==> src/rtl/tone_period_meter_if.sv <==
// Bus between a tone period meter and its consumer: square-wave input plus
// measured period, update strobe and lock/silence status.
interface tone_period_meter_if #(
   parameter int unsigned WIDTH = 22
);
   logic             sound_in;
   logic [WIDTH-1:0] period;
   logic             period_valid;
   logic             locked;
   logic             silent;

   modport master (
      output sound_in,
      input  period,
      input  period_valid,
      input  locked,
      input  silent
   );

   modport slave (
      input  sound_in,
      output period,
      output period_valid,
      output locked,
      output silent
   );
endinterface

==> src/rtl/tone_period_meter.sv <==
// Measures the clock count between edges of an asynchronous square wave and
// reports it as the tone generator's half-period N, with lock and silence flags.
module tone_period_meter #(
   parameter int unsigned      WIDTH    = 22,
   parameter logic [WIDTH-1:0] TIMEOUT  = 22'h3FFFFF,
   parameter int unsigned      TOL      = 2,
   parameter int unsigned      LOCK_CNT = 4
) (
   input logic                clk,
   input logic                rst,
   tone_period_meter_if.slave bus
);
   localparam int unsigned      MW    = $clog2(LOCK_CNT + 1);
   localparam logic [WIDTH:0]   TOL_W = (WIDTH + 1)'(TOL);
   localparam logic [MW-1:0]    LOCK_W = MW'(LOCK_CNT);

   typedef enum logic [1:0] {IDLE, ARMED, TRACK, LOCKED} state_t;

   state_t           state_q, state_d;
   logic             s1_q, s2_q, sprev_q;
   logic [WIDTH-1:0] cnt_q, cnt_d;
   logic [WIDTH-1:0] period_q, period_d;
   logic             valid_q, valid_d;
   logic [MW-1:0]    match_q, match_d;

   logic             edge_w;
   logic             timeout_w;
   logic [WIDTH:0]   diff_w;
   logic             within_w;
   logic [MW-1:0]    match_inc_w;

   always_ff @(posedge clk or posedge rst) begin
      if (rst) begin
         s1_q     <= 1'b0;
         s2_q     <= 1'b0;
         sprev_q  <= 1'b0;
         cnt_q    <= '0;
         period_q <= '0;
         valid_q  <= 1'b0;
         match_q  <= '0;
         state_q  <= IDLE;
      end else begin
         s1_q     <= bus.sound_in;
         s2_q     <= s1_q;
         sprev_q  <= s2_q;
         cnt_q    <= cnt_d;
         period_q <= period_d;
         valid_q  <= valid_d;
         match_q  <= match_d;
         state_q  <= state_d;
      end
   end

   assign edge_w    = s2_q ^ sprev_q;
   assign timeout_w = (cnt_q == TIMEOUT) && !edge_w;

   // Extra bit keeps the absolute difference free of wrap-around.
   assign diff_w = ({1'b0, cnt_q} >= {1'b0, period_q}) ?
                   ({1'b0, cnt_q} - {1'b0, period_q}) :
                   ({1'b0, period_q} - {1'b0, cnt_q});
   assign within_w    = (diff_w <= TOL_W);
   assign match_inc_w = (match_q == LOCK_W) ? match_q : (match_q + MW'(1));

   always_comb begin
      state_d  = state_q;
      period_d = period_q;
      valid_d  = 1'b0;
      match_d  = match_q;
      if (edge_w)
         cnt_d = '0;
      else if (cnt_q == TIMEOUT)
         cnt_d = cnt_q;
      else
         cnt_d = cnt_q + WIDTH'(1);

      if (edge_w) begin
         case (state_q)
            IDLE: state_d = ARMED;
            ARMED: begin
               state_d  = TRACK;
               period_d = cnt_q;
               valid_d  = 1'b1;
               match_d  = '0;
            end
            TRACK, LOCKED: begin
               period_d = cnt_q;
               valid_d  = 1'b1;
               if (within_w) begin
                  match_d = match_inc_w;
                  if (match_inc_w == LOCK_W)
                     state_d = LOCKED;
               end else begin
                  match_d = '0;
                  state_d = TRACK;
               end
            end
            default: state_d = IDLE;
         endcase
      end else if (timeout_w && (state_q != IDLE)) begin
         state_d  = IDLE;
         period_d = '0;
         match_d  = '0;
      end
   end

   always_comb begin
      bus.period       = period_q;
      bus.period_valid = valid_q;
      bus.locked       = (state_q == LOCKED);
      bus.silent       = (state_q == IDLE);
   end
endmodule

==> src/flat_wrapper.sv <==
// flat-port wrapper written by rule: the top's interface ports become plain ports
module tone_period_meter_flat 
#(
   parameter int unsigned      WIDTH    = 22,
   parameter logic [WIDTH-1:0] TIMEOUT  = 22'h3FFFFF,
   parameter int unsigned      TOL      = 2,
   parameter int unsigned      LOCK_CNT = 4
)
  (clk, rst, bus_sound_in, bus_period, bus_period_valid, bus_locked, bus_silent);
  tone_period_meter_if #(.WIDTH(WIDTH)) bus_i ();
  input logic clk;
  input logic rst;
  input wire logic [$bits(bus_i.sound_in)-1:0] bus_sound_in;
  output wire logic [$bits(bus_i.period)-1:0] bus_period;
  output wire logic [$bits(bus_i.period_valid)-1:0] bus_period_valid;
  output wire logic [$bits(bus_i.locked)-1:0] bus_locked;
  output wire logic [$bits(bus_i.silent)-1:0] bus_silent;
  assign bus_i.sound_in = bus_sound_in;
  assign bus_period = bus_i.period;
  assign bus_period_valid = bus_i.period_valid;
  assign bus_locked = bus_i.locked;
  assign bus_silent = bus_i.silent;
  tone_period_meter #(.WIDTH(WIDTH), .TIMEOUT(TIMEOUT), .TOL(TOL), .LOCK_CNT(LOCK_CNT)) u_core (.clk(clk), .rst(rst), .bus(bus_i));
endmodule
==> config.mk <==
export PLATFORM = sky130hd
export DESIGN_NAME = tone_period_meter_flat
export DESIGN_NICKNAME = d
export VERILOG_FILES = /design/src/rtl/tone_period_meter_if.sv /design/src/rtl/tone_period_meter.sv /design/src/flat_wrapper.sv
export SDC_FILE = /design/constraint.sdc
export NUM_CORES = 1
export LEC_CHECK = 0
export CAP_MARGIN = 20
export CORE_UTILIZATION = 55
export CTS_BUF_LIST = sky130_fd_sc_hd__clkbuf_2 sky130_fd_sc_hd__clkbuf_4 sky130_fd_sc_hd__clkbuf_8
export CTS_CLUSTER_SIZE = 20
export DETAILED_ROUTE_END_ITERATION = 16
export DONT_BUFFER_PORTS = 1
export GPL_TIMING_DRIVEN = 0
export PLACE_DENSITY = 0.75
export SETUP_SLACK_MARGIN = 0.5
export SYNTH_ARGS = -nofsm -noshare
export SYNTH_HDL_FRONTEND = slang
export SYNTH_SLANG_ARGS = --single-unit
export TNS_END_PERCENT = 10
==> constraint.sdc <==
create_clock -name clk -period 4.7 [get_ports clk]
set_input_delay 1.41 -clock clk [delete_from_list [all_inputs] [get_ports clk]]
set_output_delay 1.41 -clock clk [all_outputs]
set_load 0.01 [all_outputs]
Yosys cells after proc, flatten, opt, wreduce, memory -nomap -nowiden

Cells that the tools add are included.

Register bits: 53
Input port bits: 3
Output and inout bits: 25
Logic and storage cells: 54

Add/subtract/negate cells: 4
Order comparisons: 2
Equal/unequal tests: 10
Muxes and demuxes: 18
Bitwise operators: 1
Reduce and logical (&&, ||, !) cells: 11

Operators by type and width:

| cell                  | number |
|---|---|
| $mux 22               | 5 |
| $sub 22x22->23        | 2 |
| $le 23x2->1 const B   | 1 |
| $mux 23               | 1 |
| $add 22x1->22 const B | 1 |
| $eq 22x22->1 const B  | 1 |
| $ge 22x22->1          | 1 |
| $mux 3                | 4 |
| $mux 2                | 4 |
| $eq 3x3->1 const B    | 2 |
| $pmux 2 s3            | 1 |
| $pmux 3 s2            | 1 |
| $reduce_and 2->1      | 3 |
| $eq 2x2->1 const B    | 2 |
| $ne 4x4->1 const B    | 1 |
| $reduce_bool 2->1     | 2 |
| $add 3x1->3 const B   | 1 |
| $ne 3x3->1 const B    | 1 |
| $reduce_or 3->1       | 1 |
| $eq 2x1->1 const B    | 1 |
| $logic_and 1x1->1     | 2 |
| $logic_not 2->1       | 1 |
| $mux 1                | 2 |
| $ne 2x1->1 const B    | 1 |
| other kinds (4)       | 4 |

Logic depth before layout (Yosys ltp)

Depth in word-level cells: 7
Gate-level depth with buffers: 15
Depth with buffers taken out: 14

Least setup slack after synthesis

Ideal clock, no wire load.

Path type: reg-to-reg
Start: register u_core.period_q[0], in the netlist u_core.bus.period[0]
End: register u_core.state_q[1]
Library setup time: 122 ps
Arrival time: 3103 ps
Data required time: 4578 ps
Setup slack: 1475 ps
Cell stages (with the launch flop): 14
Path buffers: 0
Period minus slack after synthesis: 3225 ps
Cells stage by stage: dfrtp_1 inv_1 ha_1 inv_1 fa_1 a21o_1 a221oi_1 o21ai_0 a2111o_1 nor4_2 a31oi_2 nor4b_4 nand4b_1 a32o_1

Cells in the longest elaborated chain, start to end: 6
Elaborated cells on any way between the ends: 10
Classes of those cells: 2 x add/sub; 2 x order compare; 1 x eq/ne; 4 x mux; 1 x reduce/logical

Ends and longest elaborated chain:

| item                                   | line                    | RTL |
|---|---|---|
| from (decl)                            | tone_period_meter.sv:22 | `logic [WIDTH-1:0] period_q, period_d;` |
| from (signal assigned)                 | tone_period_meter.sv:47 | `period_q <= period_d;` |
| $sub 22x22->23 (tied with other cells) | tone_period_meter.sv:60 | `({1'b0, period_q} - {1'b0, cnt_q});` |
| $mux 23 (*)                            | tone_period_meter.sv:58 | `assign diff_w = ({1'b0, cnt_q} >= {1'b0, period_q}) ?` |
| $le 23x2->1 (*)                        | tone_period_meter.sv:61 | `assign within_w = (diff_w <= TOL_W);` |
| $mux 2                                 | tone_period_meter.sv:88 | `if (within_w) begin` |
| $pmux 2 s3                             | tone_period_meter.sv:77 | `case (state_q)` |
| $mux 2                                 | tone_period_meter.sv:76 | `if (edge_w) begin` |
| to (signal assigned)                   | tone_period_meter.sv:50 | `state_q <= state_d;` |
| to (decl)                              | tone_period_meter.sv:19 | `state_t state_q, state_d;` |

Mark *: on every way between the ends. The rest lies on a longest branch, timed or not.
A chain may end at the register's enable or synchronous reset.

Final worst setup path

Start: register u_core.period_q[10], in the netlist u_core.bus.period[10]
End: register u_core.match_q[2]

Cells in the longest elaborated chain, start to end: 6
Elaborated cells on any way between the ends: 8
Classes of those cells: 2 x add/sub; 2 x order compare; 4 x mux

Ends and longest elaborated chain:

| item                                   | line                    | RTL |
|---|---|---|
| $sub 22x22->23 (tied with other cells) | tone_period_meter.sv:60 |  |
| $mux 23 (*)                            | tone_period_meter.sv:58 |  |
| $le 23x2->1 (*)                        | tone_period_meter.sv:61 |  |
| $mux 3 (*)                             | tone_period_meter.sv:88 |  |
| $pmux 3 s2 (*)                         | tone_period_meter.sv:77 |  |
| $mux 3 (*)                             | tone_period_meter.sv:76 |  |
| to (signal assigned)                   | tone_period_meter.sv:49 | `match_q <= match_d;` |
| to (decl)                              | tone_period_meter.sv:24 | `logic [MW-1:0] match_q, match_d;` |

Marked as above.

==> impl_metrics.csv <==
group,metric,value,unit
status,run_status,"complete, no violations",
sta,max_slew.worst_pin.slew,0.7420,ns
synth,ys_seq_area_frac,0.2630,
global_routing,antenna_found_initial,0,
critical_path,critPathSlowestCell,"sky130_fd_sc_hd__nor3b_1",
cts,cts-buffers-inserted,5,
synth,synthesis.area,5042,um^2
worst_hold_path,worst_hold_class,"reg -> reg",
synth,syn_avg_cell_area,8.081,um^2
floorplanning,placeableCoreArea,8806,um^2
power_and_ir_drop,power_density,392.8,nW/um^2
power_and_ir_drop,clockPowerShare,0.160,
synth,synth_edf_count,0,
detailed_routing,post_drt_via_cell_ratio,6.430,
global_routing,gr-usage-all-layers,0.2967,
cts,clkSinkCount,53,
sta,final_min_period_over_clock_period,0.8500,
placement,cell_area_reported_after_detailed_placement,5197,um^2
floorplanning,die_area,9555,um^2
synth,postSynth.asyncResetShare,1.000,
cts,postCtsHoldBufs,0,
detailed_routing,finalWirelength,13.97,mm
synth,yosys-top-cells-count,"70 x sky130_fd_sc_hd__nand2_1, 58 x sky130_fd_sc_hd__inv_1, 54 x sky130_fd_sc_hd__o21ai_0, 53 x sky130_fd_sc_hd__dfrtp_1, 48 x sky130_fd_sc_hd__a21oi_1",
sta,final.setup_skew,0.01064,ns
synth,synth_fp_nets,676,
placement,place.port_buffers,0,
sta,finalHoldViolations,0,
detailed_routing,drtIter0Drc,477,
critical_path,critical_path.startpoint_type,"register",
final_layout,fillCellCount,820,
cts,cts_tree,"yes",
global_routing,grt_overflow,0,
detailed_routing,drtPass1Iterations,5,
floorplanning,placement_rows,34,
floorplanning,die_y,97.75,um
cts,postCtsSetupRepairBufs,0,
cts,h_tree_levels,2,
power_and_ir_drop,seq_power_share,0.246,
floorplanning,initial_utilization,0.5726,
critical_path,cp_max_fo,10,
placement,numPlacedInstances,733,
synth,ys_top_cells_by_area,"sky130_fd_sc_hd__dfrtp_1 26%, sky130_fd_sc_hd__ha_1 12%, sky130_fd_sc_hd__o21ai_0 5.4%",
sta,max_slew_violation_count,0,
power_and_ir_drop,p_leak,2.352,nW
final_layout,area_delta_synth_final,5.385,%
cts,worst_skew_pair_latency,0.32,ns
synth,synth_instances,624,
critical_path,worstPathArrival,4.24,ns
synth,yosys.area.top_type_share,0.2630,
placement,gp_congestion,0.9570,
critical_path,endpoint_kind,"register",
synth,synth_seq_cells,53,
final_layout,finalInstanceArea,5314,um^2
synth,synth-warning-count,0,
cts,cts_max_path_buffers,2,
floorplanning,chipWidth,97.75,um
final_layout,layout.nets,684,
final_layout,final_layout_size_suffix_gt1_frac,0.08215,
sta,setup_total_negative_slack,0,ns
critical_path,cp_data_required_time,4.94,ns
global_routing,grt_pass1_wl,22.57,mm
synth,synth_top_cell_by_area,"sky130_fd_sc_hd__dfrtp_1",
cts,cts_root_buf,"sky130_fd_sc_hd__clkbuf_8",
sta,post-route-min-period,3.995,ns
detailed_routing,antenna_violating_nets_post_route,0,
detailed_routing,route.detailed.wl_per_inst,18.85,um
sta,setup-violations-final,0,
global_routing,largest_net_degree_at_the_start_of_global_routing,33,
critical_path,crit_path_cell_trace,"inv_1 -> ha_1 -> buf_4 -> a21oi_2 -> o21ai_2 -> a221oi_4 -> o221a_1 -> buf_6 -> buf_6 -> nand2_1 -> o21ai_0 -> nand4b_1 -> nor3b_1 -> nand4_1 -> a21oi_1",
power_and_ir_drop,power_switching,0.9463,mW
power_and_ir_drop,total_power,2.087,mW
power_and_ir_drop,power_report.internal_total,1.141,mW
critical_path,dominant_cell_type_by_count_on_the_critical_path,"sky130_fd_sc_hd__buf_6",
global_routing,first_global_vias,4502,
cts,cts.repair.resized,0,
sta,max_freq,250.3,MHz
cts,clk_transition_reported_paths,0.11,ns
final_layout,insertedDiodeCount,0,
sta,final.hold.worst_slack,0.3766,ns
detailed_routing,vias,4765,
power_and_ir_drop,p_comb_frac,0.593,
critical_path,critical_path.max_stage_delay,0.51,ns
critical_path,critical_path_class,"reg -> reg",
placement,place_hpwl,11.08,mm
power_and_ir_drop,worst_ir_drop_vdd,0.1954,mV
sta,setup_repair_after_global_routing_missed_its_margin,"false",
synth,synth.lib_cells_used.distinct,73,
final_layout,stdcell_count,741,
power_and_ir_drop,power_switching_share,0.4534,
synth,post-synth-top-count-cell,"sky130_fd_sc_hd__nand2_1",
floorplanning,count_of_boundary_i_o_pins,28,
detailed_routing,drcViolationCount,0,
synth,ys_dominant_reg_cell,"sky130_fd_sc_hd__dfrtp_1",
job,drv_cap,0,
sta,max_slew_headroom,0.5036,
[area by class of cell]
type | count | area, um^2 | share of cell area
tap | 108 | 135.1 | 0.02543
clock buffer | 5 | 68.82 | 0.01295
multi-input combinational | 485 | 3317 | 0.6242
buffer | 27 | 177.7 | 0.03344
clock inverter | 3 | 47.55 | 0.008947
timing repair buffer | 1 | 20.02 | 0.003767
inverter | 59 | 221.5 | 0.04168
sequential | 53 | 1326 | 0.2496
[through the flow]
step | setup slack, ns | util
floorplan | 1.475 | -
global placement | 0.9200 | 0.5880
detailed placement | 0.8492 | 0.5902
CTS | 0.7921 | 0.6034
global route | 0.5869 | 0.6034
finish | 0.7049 | 0.6034
[critical path, delay by kind of cell, from the launching register on]
family	cells	cell delay, ns
compound gates	6	1.52
fa+ha+maj	1	0.39
buf+inv	4	0.61
flops	1	0.46
simple gates	4	0.93
[metal layers]
metal	vias to the layer above	part of all wire	GRT usage
li1	2231	-	-
met1	2298	0.46	0.4244
met2	210	0.44	0.4675
met3	26	0.073	0.03508
met4	0	0.026	0.09907
met5	-	0	0
[final timing paths]
| check | slack [ns] | cells past startpoint | to | from |
|---|---|---|---|---|
| min in group asynchronous | 0.99 | 1 | u_core.sprev_q$_DFF_PP0_ | rst |
| min | 0.38 | 0 | u_core.s2_q$_DFF_PP0_ | u_core.s1_q$_DFF_PP0_ |
| max reg2reg | 0.70 | 15 | u_core.match_q[2]$_DFFE_PP0P_ | u_core.bus.period[10]$_DFFE_PP0P_ |
| min reg2reg | 0.38 | 0 | u_core.s2_q$_DFF_PP0_ | u_core.s1_q$_DFF_PP0_ |
| max | 0.70 | 15 | u_core.match_q[2]$_DFFE_PP0P_ | u_core.bus.period[10]$_DFFE_PP0P_ |
| max in group asynchronous | 3.16 | 2 | u_core.bus.period[16]$_DFFE_PP0P_ | rst |
[logic make-up (layout without fill, tap and decap cells)]
kind of cell             Yosys count  in the layout  share of synthesized area
AO/OA/AOI/OAI                    187            187                     0.2447
XOR/XNOR                          39             39                    0.06774
adder cells (fa/ha/maj)           49             49                     0.1246
buffers and inverters             86             95                    0.07915
flip-flops                        53             53                     0.2630
multiplexers                       5              5                    0.01017
AND/OR/NAND/NOR                  205            205                     0.2107
[power groups by stage]
stage                     Clock, mW  Combinational (mW)  Sequential, mW
after floorplan                   0               0.924           0.511
after global placement            0                1.19           0.521
after detailed placement          0                1.20           0.522
after CTS                     0.340                1.21           0.513
after global routing          0.356                1.31           0.518
final                         0.335                1.24           0.514
[state kept, by name, indices dropped and copies added (netlist names)]
register	cells
u_core.bus.period_valid	1
u_core.s1_q	1
u_core.state_q	2
u_core.match_q	3
u_core.sprev_q	1
u_core.bus.period	22
u_core.s2_q	1
u_core.cnt_q	22
[placed cells by master (no fill, tap or decap), drive strengths merged, types with 9 or more instances in the layout]
master   n
a31oi    9
nand3   13
nand4   14
a21oi   51
nand2   71
xor2    11
ha      47
buf     20
dfrtp   53
nor2    41
xnor2   28
nor3    11
a21o    16
or3     10
inv     61
o21ai   58
clkbuf  13
(Power assumes the default switching activity.)
==> patch: new RTL, config.mk and constraints unchanged <==
`TIMEOUT` is set to 22'h3FFFFF in 2 places; all go to 22'h2FFFFF.
--- a/src/rtl/tone_period_meter.sv
+++ b/src/rtl/tone_period_meter.sv
@@ -2,7 +2,7 @@
 // reports it as the tone generator's half-period N, with lock and silence flags.
 module tone_period_meter #(
    parameter int unsigned      WIDTH    = 22,
-   parameter logic [WIDTH-1:0] TIMEOUT  = 22'h3FFFFF,
+   parameter logic [WIDTH-1:0] TIMEOUT  = 22'h2FFFFF,
    parameter int unsigned      TOL      = 2,
    parameter int unsigned      LOCK_CNT = 4
 ) (
--- a/src/flat_wrapper.sv
+++ b/src/flat_wrapper.sv
@@ -2,7 +2,7 @@
 module tone_period_meter_flat 
 #(
    parameter int unsigned      WIDTH    = 22,
-   parameter logic [WIDTH-1:0] TIMEOUT  = 22'h3FFFFF,
+   parameter logic [WIDTH-1:0] TIMEOUT  = 22'h2FFFFF,
    parameter int unsigned      TOL      = 2,
    parameter int unsigned      LOCK_CNT = 4
 )
Check against the original RTL: no difference found for any inputs over 10 cycles, from zero or initial values and one cycle with rst high; that may be too few to reach the edited logic, so the function may still have changed.
==> patch against the unedited design <==
Cell area is 1.8% higher; wire length is 14% higher; critical path depth is 1 lower; global-route usage is 4.5 points higher; setup slack better by 0.031 ns; area after synthesis is 1.6% higher; sequential cell count stayed put; combinational power is 3% lower; power is 2.8% lower.
==> patch: results <==
[drt]
via_per_inst = 6.62
wl_per_cell_um = 21.3
wirelength_um = 15900
drt_iter0_markers = 427

[placement]
place_congestion = 0.949
dp.cells = 740
dp_slack_ns = 0.770
dpl_cell_area_sq_um = 5280
dp_hpwl_um = 12800

[timing]
max_slew.worst_pin.slew_ns = 0.814
skew_ns = 0.00981
holdWs_ns = 0.363

[logic_synthesis]
yosysSeqAreaShare_pct = 25.9
synth_nets = 683
yosys-top-cells-area = dfrtp_1 26%, ha_1 11%, a21oi_1 5.4%, inv_1 4.5%, a22o_1 4.3%
synth.distinct_cells = 77
synth_common_cells = 62 x inv_1, 56 x nor2_1, 55 x a21oi_1, 53 x dfrtp_1, 47 x ha_1
synth_area_per_cell_sq_um = 8.12

[worst_setup_path]
cp_max_fo = 4
setup.worst_path.start = u_core.bus.period[0]
rrSetupSlack_ns = 0.74
rr_endpoint = u_core.match_q[1]
rr_worst_depth = 14
path_delay_family = compound AO/OA/AOI/OAI gates
worst_path_max_delay_cell = dfrtp_1
slowest_delay_ns = 0.46

[cells_and_area]
drive_gt1_share_pct = 8.45
fillCellCount = 799
final_nets = 691

[global_routing]
grt_pass1_vias = 4720
grt_first_pass_wirelength_um = 25700
globalRouteTotalUtil_pct = 34.2

[status]
status = complete, no violations

[pwr]
p_leak_nw = 2.45
vdd_drop_max_v = 0.000239

[clock_network]
path_clk_slew_ns = 0.10
## patch: changes by cell type in the layout (fill, tap and decap cells not counted), moves of 4 or more
cell / change
buf_2: +6
and4_1: -4
o21a_1: +5
buf_6: -5
nand2_1: -32
and2_1: +4
inv_1: +4
a21oi_1: +6
xnor2_1: -7
nor2_1: +15
buf_4: -4
a22o_1: +25
o21ai_0: -21
## patch: cell type report
type	count	share of cell area, %
clock inverters	2	0.717
flip-flops and latches	53	24.5
plain buffers	27	2.48
repair buffers	1	0.370
well taps	108	2.50
multi-input cells	488	63.8
clock buffers	5	1.27
inverters	63	4.37
## patch: worst max path at each step
stage | endpoint | slack (ns) | depth (start not counted)
5_1_grt | u_core.state_q[0] | 0.52 | 14
2_1_floorplan | u_core.match_q[2] | 1.38 | 14
6_report | u_core.match_q[1] | 0.74 | 14
3_5_place_dp | u_core.match_q[2] | 0.77 | 14
3_3_place_gp | u_core.match_q[0] | 0.76 | 14
4_1_cts | u_core.match_q[2] | 0.71 | 14
## patch: cell families after synthesis
group | after synthesis | synth area share (%)
adders and majority gates | 49 | 12.3
DFF | 53 | 25.9
xor gates and xnor gates | 31 | 5.30
muxes | 3 | 0.610
AOI/OAI and AO/OA | 220 | 30.4
and+or+nand+nor | 185 | 18.3
buffers and inverters | 90 | 7.23
## patch: report_power, final
group	switching (mW)	leakage, nW	total (mW)	internal, mW
clock network	0.161	0.0546	0.319	0.158
logic	0.765	1.67	1.20	0.430
registers	0.0375	0.722	0.514	0.476
## patch: per-layer routing
layer,wire length [um],GRT usage [%]
met1,7290,49.4
met2,6900,53.0
met5,0,0
met3,1340,6.10
met4,369,8.96
